===== config.mk =====
export PLATFORM = sky130hd
export DESIGN_NAME = param_load_ctrl
export DESIGN_NICKNAME = d
export VERILOG_FILES = /design/src/rtl/param_load_ctrl.sv
export SDC_FILE = /design/constraint.sdc
export NUM_CORES = 1
export LEC_CHECK = 0
export CORE_UTILIZATION = 42
export DETAILED_ROUTE_END_ITERATION = 10
export GPL_ROUTABILITY_DRIVEN = 0
export MAX_ROUTING_LAYER = met4
export PLACE_DENSITY = 0.82
export SYNTH_ARGS = -nofsm -noshare
export SYNTH_HDL_FRONTEND = slang
export SYNTH_SLANG_ARGS = --single-unit

===== constraint.sdc =====
create_clock -name clk -period 1.9 [get_ports clk]
set_input_delay 0.285 -clock clk [delete_from_list [all_inputs] [get_ports clk]]
set_output_delay 0.285 -clock clk [all_outputs]
set_load 0.005 [all_outputs]

===== src/rtl/param_load_ctrl.sv =====
// Parameter stream sequencer: accepts an ordered word stream after a start
// command and emits registered row-major (matrix) or linear (vector) writes.
module param_load_ctrl #(
    parameter  int unsigned ROWS = 4,
    parameter  int unsigned COLS = 16,
    parameter  int unsigned VLEN = 16,
    parameter  int unsigned DW   = 16,
    localparam int unsigned RW   = (ROWS > 1) ? $clog2(ROWS) : 1,
    localparam int unsigned CW   = (COLS > 1) ? $clog2(COLS) : 1,
    localparam int unsigned VW   = (VLEN > 1) ? $clog2(VLEN) : 1
) (
    input  logic          clk,
    input  logic          reset_n,
    input  logic          start,
    input  logic          target,
    input  logic          abort,
    input  logic [DW-1:0] in_data,
    input  logic          in_valid,
    output logic          in_ready,
    output logic          mat_write,
    output logic [RW-1:0] mat_sel_r,
    output logic [CW-1:0] mat_sel_c,
    output logic          vec_write,
    output logic [VW-1:0] vec_sel,
    output logic [DW-1:0] param_out,
    output logic          busy,
    output logic          done
);

    typedef enum logic [1:0] {
        IDLE     = 2'd0,
        LOAD_MAT = 2'd1,
        LOAD_VEC = 2'd2,
        DONE     = 2'd3
    } state_t;

    localparam logic [RW-1:0] ROW_LAST = RW'(ROWS - 1);
    localparam logic [CW-1:0] COL_LAST = CW'(COLS - 1);
    localparam logic [VW-1:0] VEC_LAST = VW'(VLEN - 1);

    state_t        state;
    state_t        state_nxt;
    logic [RW-1:0] row_q;
    logic [CW-1:0] col_q;
    logic [VW-1:0] vec_q;
    logic          loading;
    logic          accept;
    logic          mat_last;
    logic          vec_last;

    assign loading  = (state == LOAD_MAT) || (state == LOAD_VEC);
    assign in_ready = loading;
    assign busy     = loading;
    assign done     = (state == DONE);

    // Abort wins over a concurrent beat: that beat is dropped entirely.
    assign accept   = loading && in_valid && !abort;
    assign mat_last = (row_q == ROW_LAST) && (col_q == COL_LAST);
    assign vec_last = (vec_q == VEC_LAST);

    always_ff @(posedge clk or negedge reset_n) begin
        if (!reset_n) begin
            state <= IDLE;
        end else begin
            state <= state_nxt;
        end
    end

    always_comb begin
        state_nxt = state;
        case (state)
            IDLE: begin
                if (start) begin
                    state_nxt = target ? LOAD_VEC : LOAD_MAT;
                end
            end
            LOAD_MAT: begin
                if (abort) begin
                    state_nxt = IDLE;
                end else if (accept && mat_last) begin
                    state_nxt = DONE;
                end
            end
            LOAD_VEC: begin
                if (abort) begin
                    state_nxt = IDLE;
                end else if (accept && vec_last) begin
                    state_nxt = DONE;
                end
            end
            DONE:    state_nxt = IDLE;
            default: state_nxt = IDLE;
        endcase
    end

    always_ff @(posedge clk or negedge reset_n) begin
        if (!reset_n) begin
            row_q <= '0;
            col_q <= '0;
            vec_q <= '0;
        end else if (state == IDLE && start) begin
            row_q <= '0;
            col_q <= '0;
            vec_q <= '0;
        end else if (accept) begin
            if (state == LOAD_MAT && !mat_last) begin
                if (col_q == COL_LAST) begin
                    col_q <= '0;
                    row_q <= row_q + RW'(1);
                end else begin
                    col_q <= col_q + CW'(1);
                end
            end
            if (state == LOAD_VEC && !vec_last) begin
                vec_q <= vec_q + VW'(1);
            end
        end
    end

    always_ff @(posedge clk or negedge reset_n) begin
        if (!reset_n) begin
            mat_write <= 1'b0;
            vec_write <= 1'b0;
            mat_sel_r <= '0;
            mat_sel_c <= '0;
            vec_sel   <= '0;
            param_out <= '0;
        end else begin
            mat_write <= accept && (state == LOAD_MAT);
            vec_write <= accept && (state == LOAD_VEC);
            if (accept) begin
                param_out <= in_data;
                if (state == LOAD_MAT) begin
                    mat_sel_r <= row_q;
                    mat_sel_c <= col_q;
                end else begin
                    vec_sel <= vec_q;
                end
            end
        end
    end

endmodule


Word-level counts from Yosys, hierarchy flattened
Index checks and enable logic that the tools add are counted.
W data, S select, Z words.
{"block": "word_totals", "reg_bits": 40, "out_inout_bits": 31, "elab_cells": 66, "input_bits": 22}
{"block": "op_classes", "n_addsub": 3, "reduce_logical": 25, "eq_ne": 9, "bitwise": 1, "mux": 18}
{"op": "$mux W4", "n": 7}
{"op": "$mux W2", "n": 10}
{"op": "$logic_and A1 B1 Y1", "n": 10}
{"op": "$add A4 B1 Y4 const B", "n": 2}
{"op": "$eq A4 B4 Y1 const B", "n": 2}
{"op": "$pmux W2 S4", "n": 1}
{"op": "$reduce_and A2 Y1", "n": 4}
{"op": "$reduce_bool A2 Y1", "n": 4}
{"op": "$eq A2 B2 Y1 const B", "n": 3}
{"op": "$ne A3 B2 Y1 const B", "n": 2}
{"op": "$reduce_and A3 Y1", "n": 2}
{"op": "$logic_not A1 Y1", "n": 3}
{"op": "$add A2 B1 Y2 const B", "n": 1}
{"op": "$eq A2 B1 Y1 const B", "n": 1}
{"op": "$logic_not A2 Y1", "n": 1}
{"op": "$ne A2 B2 Y1 const B", "n": 1}
{"op": "$logic_or A1 B1 Y1", "n": 1}
{"op": "$not A1 Y1", "n": 1}

Depth between registers and ports, before layout
Gate-level depths: netlist of the first run.
{"block": "logic_depth", "word_depth": 8, "depth_mapped": 8, "mapped_depth_nobuf": 7}

Worst setup path after synthesis of the first run
Ideal clock, no wire load.
{"block": "synth_timing", "path_type": "register to register", "from": "register state[0]", "to": "register vec_q[0]", "required_time_ns": 1.770, "setup_time_ns": 0.130, "period_less_slack_ns": 1.778, "stages_incl_launch_ff": 8, "path_slack_ns": 0.122, "arrival_time_ns": 1.649, "n_path_buf": 1, "cell_sequence": "dfrtp_1 > inv_1 > ha_1 > nand3b_4 > buf_6 > or3_4 > xor2_1 > nor2_2"}
{"block": "synth_via", "elab_chain_cells": 6, "word_cells_on_any_way": 12, "classes_between": "2 x eq/ne; 1 x mux; 9 x reduce/logical"}
{"element": "from (decl)", "line_no": "41", "text": "state_t state;"}
{"element": "from (signal assigned)", "line_no": "65", "text": "state <= state_nxt;"}
{"element": "$eq A2 B1 Y1 or $eq A2 B2 Y1 (tied branches)", "line_no": "51", "text": "assign loading = (state == LOAD_MAT) || (state == LOAD_VEC);"}
{"element": "$logic_or A1 B1 Y1 *", "line_no": "51"}
{"element": "named net busy", "line_no": "26", "text": "output logic busy,"}
{"element": "$logic_and A1 B1 Y1 * (2 in a row)", "line_no": "57", "text": "assign accept = loading && in_valid && !abort;"}
{"element": "$reduce_bool A2 Y1 (no line) *"}
{"element": "$reduce_and A2 Y1 (no line) *"}
{"element": "to (signal assigned)", "line_no": "115", "text": "vec_q <= vec_q + VW'(1);"}
{"element": "to (decl)", "line_no": "45", "text": "logic [VW-1:0] vec_q;"}
Mark *: on every way through the listed nets, which the timed path passes. The rest lies on a longest branch.
A chain may end at the register's enable or synchronous reset.

Worst setup path after layout of the first run
{"block": "layout_timing", "from": "register state[0]", "to": "output in_ready"}
{"block": "layout_via", "elab_chain_cells": 2, "word_cells_on_any_way": 3, "classes_between": "2 x eq/ne; 1 x reduce/logical"}
{"element": "$eq A2 B1 Y1 or $eq A2 B2 Y1 (tied branches)", "line_no": "51"}
{"element": "$logic_or A1 B1 Y1 *", "line_no": "51"}
{"element": "to (decl)", "line_no": "19", "text": "output logic in_ready,"}
Every way passes the cells marked *; elsewhere a longest branch is shown, timed or not.

==> results of run 1 <==
-- cell families after synthesis --
| logic type | synth area share |
|---|---|
| and+or+nand+nor | 0.152 |
| DFF | 0.549 |
| muxes | 0.158 |
| AOI/OAI and AO/OA | 0.0412 |
| buffers and inverters | 0.0315 |
| adders and majority gates | 0.0549 |
| xor gates and xnor gates | 0.0144 |
-- routing by layer --
metal | routed length [um] | vias to the layer above | GRT usage
met2 | 1760 | 38 | 0.271
li1 | - | 630 | -
met4 | 41 | 0 | 0.0625
met5 | 0 | - | -
met3 | 162 | 8 | 0.0550
met1 | 1550 | 626 | 0.195
-- through the flow --
step	setup WS (ns)	hold WS (ns)	std cells	power [mW]	instance area, um^2
5_1_grt	0.00923	0.0686	259	3.31	2520
3_5_place_dp	0.0732	0.372	251	2.54	2420
3_3_place_gp	0.0991	0.369	251	2.52	2420
6_report	0.0710	0.0384	259	3.11	2520
4_1_cts	0.0251	0.0536	258	3.12	2510
2_1_floorplan	0.122	-0.0106	147	1.88	1820
-- synthesized netlist by cell type (2+ instances only) --
cell type  instances  area (um^2)
dfrtp_1           40         1000
buf_6              2         22.5
nor3_1             2         10.0
and2_1             2         12.5
nor3_2             2         20.0
mux2i_1            4         40.0
nand3_1            3         15.0
ha_1               8          100
nor2_1             8         30.0
inv_1              4         15.0
mux2_2            22          248
xor2_1             2         17.5
nand2_1           21         78.8
a21oi_1            4         20.0
-- worst max path at each step --
stage	startpoint	to	depth (start not counted)
after floorplan	state[0]$_DFFE_PN0P_	vec_q[0]$_DFFE_PN0P_	7
after global placement	col_q[0]$_DFFE_PN0P_	state[0]$_DFFE_PN0P_	5
after detailed placement	abort	vec_q[2]$_DFFE_PN0P_	6
after CTS	state[0]$_DFFE_PN0P_	in_ready	3
after global routing	state[0]$_DFFE_PN0P_	busy	3
final	state[0]$_DFFE_PN0P_	in_ready	3
-- critical path, delay by kind of cell (launching register included) --
| family | cells | cell delay, ns |
|---|---|---|
| buffers and inverters | 2 | 0.60 |
| flip-flops | 1 | 0.35 |
| adder cells (fa/ha/maj) | 1 | 0.31 |
-- flip-flops by register name (all words and copies together), names as in the netlist --
signal / cells
col_q: 4
mat_sel_c: 4
mat_sel_r: 2
mat_write: 1
param_out: 16
row_q: 2
state: 2
vec_q: 4
vec_sel: 4
vec_write: 1
-- power groups by stage --
stage | Clock (mW) | Combinational (mW) | Sequential [mW]
after floorplan | 0 | 0.633 | 1.25
after global routing | 0.576 | 1.48 | 1.25
after global placement | 0 | 1.30 | 1.23
after detailed placement | 0 | 1.30 | 1.24
final | 0.522 | 1.36 | 1.22
after CTS | 0.544 | 1.35 | 1.22
-- what timing repair did --
action,CTS,global route
hold buffers,0,0
resized for setup,2,2
buffers inserted,0,1
endpoints found under the setup margin,2,3
gates cloned,0,0
pin swaps,0,1
-- area by class of cell --
class	count	area, um^2	area share
clock inverter	1	5.00	0.00199
tap	50	62.6	0.0249
timing repair buffer	60	576	0.229
sequential	40	1000	0.398
inverter	5	18.8	0.00746
multi-input combinational	97	781	0.310
clock buffer	6	72.6	0.0288
==> metrics, run 1 <==
switching share of power=0.289; Clock power frac=0.168; status=completed; CP arrival=1.54 ns; Cell Area, Synth=roughly 0.0018 mm^2; commonest non-fill, non-tap cell in the layout=clkdlybuf4s50_1; worst slew pin tran=between 0.4 and 0.5 ns; die width=67.9 um; # diodes=0; Initial Utilization=0.446; Main synth FF type=dfrtp_1; largest net degree at the start of global routing=slightly above 40; CTS buffer count=5; drt first-iter violations=slightly below 60; initial antenna violation count=0; RSZ-0062 raised after global routing=no; first-pass GRT wire length=between 5000 and 6000 um; Sw Pwr=between 0.8 and 0.9 mW; post-synthesis register bit count=40; Cells after Synth=147; FF-to-FF setup slack=~0.12 ns; via/cell ratio=between 5 and 6; Netlist cell types=37; CP Capture Type=output pin; Max-Cap Viols=0; final core utilization=0.616; Routed wire per std cell=~14 um; Pwr Density=between 1000 and 1500 mW/mm^2; Die Y=67.9 um; final hold viol count=0; Worst IR Drop VDD=approximately 740 uV; Yosys warning total=0; # clock sinks=40; CP Class=reg -> out; I/O Pins=53; routed wire length=3500 um; DR vias=1302; Tightest Hold Check Type=in -> async; hpwl dp=around 2600 um; Max Transition Viols Final=0; clock-pin slew on the worst setup and hold paths=approximately 0.07 ns; CP peak stage delay=between 0.5 and 0.6 ns; Detail Route Antenna Nets=0; FP Rows=23; minimum clock period=~1.8 ns; setup TNS=0 ns; Clock Path Buffers=2; post-synthesis sequential area ratio=0.549; H-tree depth=2; Slew headroom=0.669; syn_nets=~180; most frequent cells in the layout=clkdlybuf4s50_1, dfrtp_1, mux2_2; RR Startpoint=row_q[0]$_DFFE_PN0P_; core box area=roughly 0.004 mm^2; critical-path maximum fanout=6; FF-to-FF End=state[1]$_DFFE_PN0P_; port buffer count=between 50 and 60; Leak=approximately 1.2 nW; Slowest-stage cell, CP=clkdlybuf4s50_1; internal power=approximately 2.2 mW; CP Launch Type=flop; remaining global-route overflow=0; final setup fails=0; part of the cycle the worst path needs=0.963; cells on worst reg2reg path=5; TritonCTS clock tree=yes; Post-synth EDFFs=0; die area=between 0.004 and 0.005 mm^2; worst skew pair latency=~0.29 ns; area growth from synthesis to layout=37.9%; Total Routing Usage GR=0.168; share of cells above drive strength 1=0.230; Initial DRT Pass Iterations=4; Fill cells=roughly 330; Fmax=between 0.5 and 0.6 GHz; clock root cell=clkbuf_8; required time of the worst setup path=1.62 ns; Avg Cell Area, Syn=about 12 um^2; crit path cell chain=inv_1, ha_4, clkdlybuf4s50_1; worst clock skew=~0.0050 ns; Post-layout nets=239; residual DRC count=0; number of global-route vias before repair=1191; Comb pwr share=0.438; Sequential Power Share=0.394; Synth async-reset ratio=1.00
(Power assumes the default switching activity.)
==> inputs of run 2 (changes only) <==
==> constraint.sdc (replaced) <==
create_clock -name clk -period 1.9 [get_ports clk]
set_input_delay 0.285 -clock clk [delete_from_list [all_inputs] [get_ports clk]]
set_output_delay 0.285 -clock clk [all_outputs]
set_load 0.1 [all_outputs]
==> run 2 against run 1 <==
Compared with the run above:
- non-clock buffer count decreased by 2
- die area unchanged
- register-to-register slack about the same
- core utilization decreased by 1.3 points
- design area decreased by 2.1%
- via count decreased by 0.61%
- critical path depth increased by 2
- cell count decreased by 0.77%
- clock skew about the same
- count of clock-buffer cells in the layout unchanged
- flip-flop and latch count unchanged
==> metrics, run 2 (synthesized netlist as in run 1, its figures left out) <==
via/cell ratio=5.04; DR vias=1294; number of global-route vias before repair=1201; status=completed; Max-Cap Viols=0; final setup fails=0; share of cells above drive strength 1=0.372; most frequent cells in the layout=dfrtp_1, buf_4, mux2_2; Total Routing Usage GR=0.174; remaining global-route overflow=0; CTS buffer count=5; core box area=~0.0041 mm^2; max reg flops=16; Detail Route Antenna Nets=0; Initial DRT Pass Iterations=4; first-pass GRT wire length=~5500 um; H-tree depth=2; Die Y=~68 um; setup ws final=0.129 ns; residual DRC count=0; die width=between 60 and 70 um; CP Capture Type=flop; Tightest Hold Check Type=in -> async; Fmax=about 0.56 GHz; RSZ-0062 raised after global routing=no; initial antenna violation count=0; largest net degree at the start of global routing=41; Clock Path Buffers=2; Routed wire per std cell=13.9 um; drt first-iter violations=63; worst skew pair latency=0.29 ns; Post-layout nets=~240; part of the cycle the worst path needs=0.932; critical-path maximum fanout=5; setup TNS=0 ns; worst slew pin tran=slightly above 0.5 ns; final instance area=0.00246 mm^2; Biggest register=param_out; hpwl dp=2530 um; I/O Pins=53; Fill cells=between 300 and 400; Initial Utilization=0.446; final hold viol count=0; # diodes=0; die area=between 0.004 and 0.005 mm^2; clock-pin slew on the worst setup and hold paths=roughly 0.080 ns; commonest non-fill, non-tap cell in the layout=dfrtp_1; minimum clock period=1.77 ns; port buffer count=52; FP Rows=23; hold_ws=between 0.04 and 0.05 ns; CP Class=reg -> reg; Slew headroom=0.665; CP arrival=1.96 ns; worst clock skew=just over 0.005 ns; TritonCTS clock tree=yes; FF-to-FF setup slack=between 0.1 and 0.15 ns; # clock sinks=40; required time of the worst setup path=approximately 2.1 ns; area growth from synthesis to layout=35.0%; routed wire length=3570 um; DP Area=approximately 0.0024 mm^2; CP Launch Type=flop; Place WS=0.0456 ns; Max Transition Viols Final=0; clock root cell=clkbuf_8
==> run 2: changes by cell type in the layout (fill, tap and decap cells not counted), sizes merged <==
cell,previous run,this run
clkdlybuf4s50,51,20
buf,9,38
==> run 2: path summary, 6_finish.rpt <==
kind | from | endpoint | cells past startpoint
worst min-delay path | reset_n | param_out[11]$_DFFE_PN0N_ | 2
worst max register to register | col_q[0]$_DFFE_PN0P_ | state[1]$_DFFE_PN0P_ | 5
worst min register to register | mat_sel_c[3]$_DFFE_PN0P_ | mat_sel_c[3]$_DFFE_PN0P_ | 2
min in group clk | mat_sel_c[3]$_DFFE_PN0P_ | mat_sel_c[3]$_DFFE_PN0P_ | 2
worst max-delay path | col_q[0]$_DFFE_PN0P_ | state[1]$_DFFE_PN0P_ | 5
max in group asynchronous | reset_n | param_out[1]$_DFFE_PN0N_ | 2
==> run 2: final cells by class <==
class	count	area [um^2]	area share
well taps	50	62.6	0.0254
flip-flops and latches	40	1000	0.406
multi-input cells	97	783	0.318
clock buffers	6	72.6	0.0295
clock inverters	1	5.00	0.00203
inverters	5	18.8	0.00762
repair buffers	58	520	0.211
==> run 2: through the flow <==
stage                     instances  utilization
after floorplan                 147            -
after global placement          249        0.581
after detailed placement        249        0.581
after CTS                       256        0.600
after global routing            257        0.603
final                           257        0.603
==> run 2: repair_timing <==
item,CTS,global route
gates resized for setup,0,2
hold buffers,0,0
endpoints found under the hold margin,0,0
buffers inserted,0,1
setup endpoints to repair,0,8
==> run 2: per-layer routing <==
layer	global-route usage	up-vias	part of all wire
met5	-	-	0
met3	0.0750	9	0.049
met1	0.205	626	0.43
li1	-	621	-
met4	0.0573	0	0.020
met2	0.266	38	0.50
==> run 2: worst max-delay path: stages, from the launching register on <==
cell	delay (ns)
dfrtp_1	0.44
ha_2	0.25
nand4_1	0.15
and3b_1	0.24
nor3_2	0.23
mux2_2	0.36
Power of run 2 is left out: the tool's default activity adds up to more than one toggle a clock period on the data nets, which glitch-free logic cannot reach.
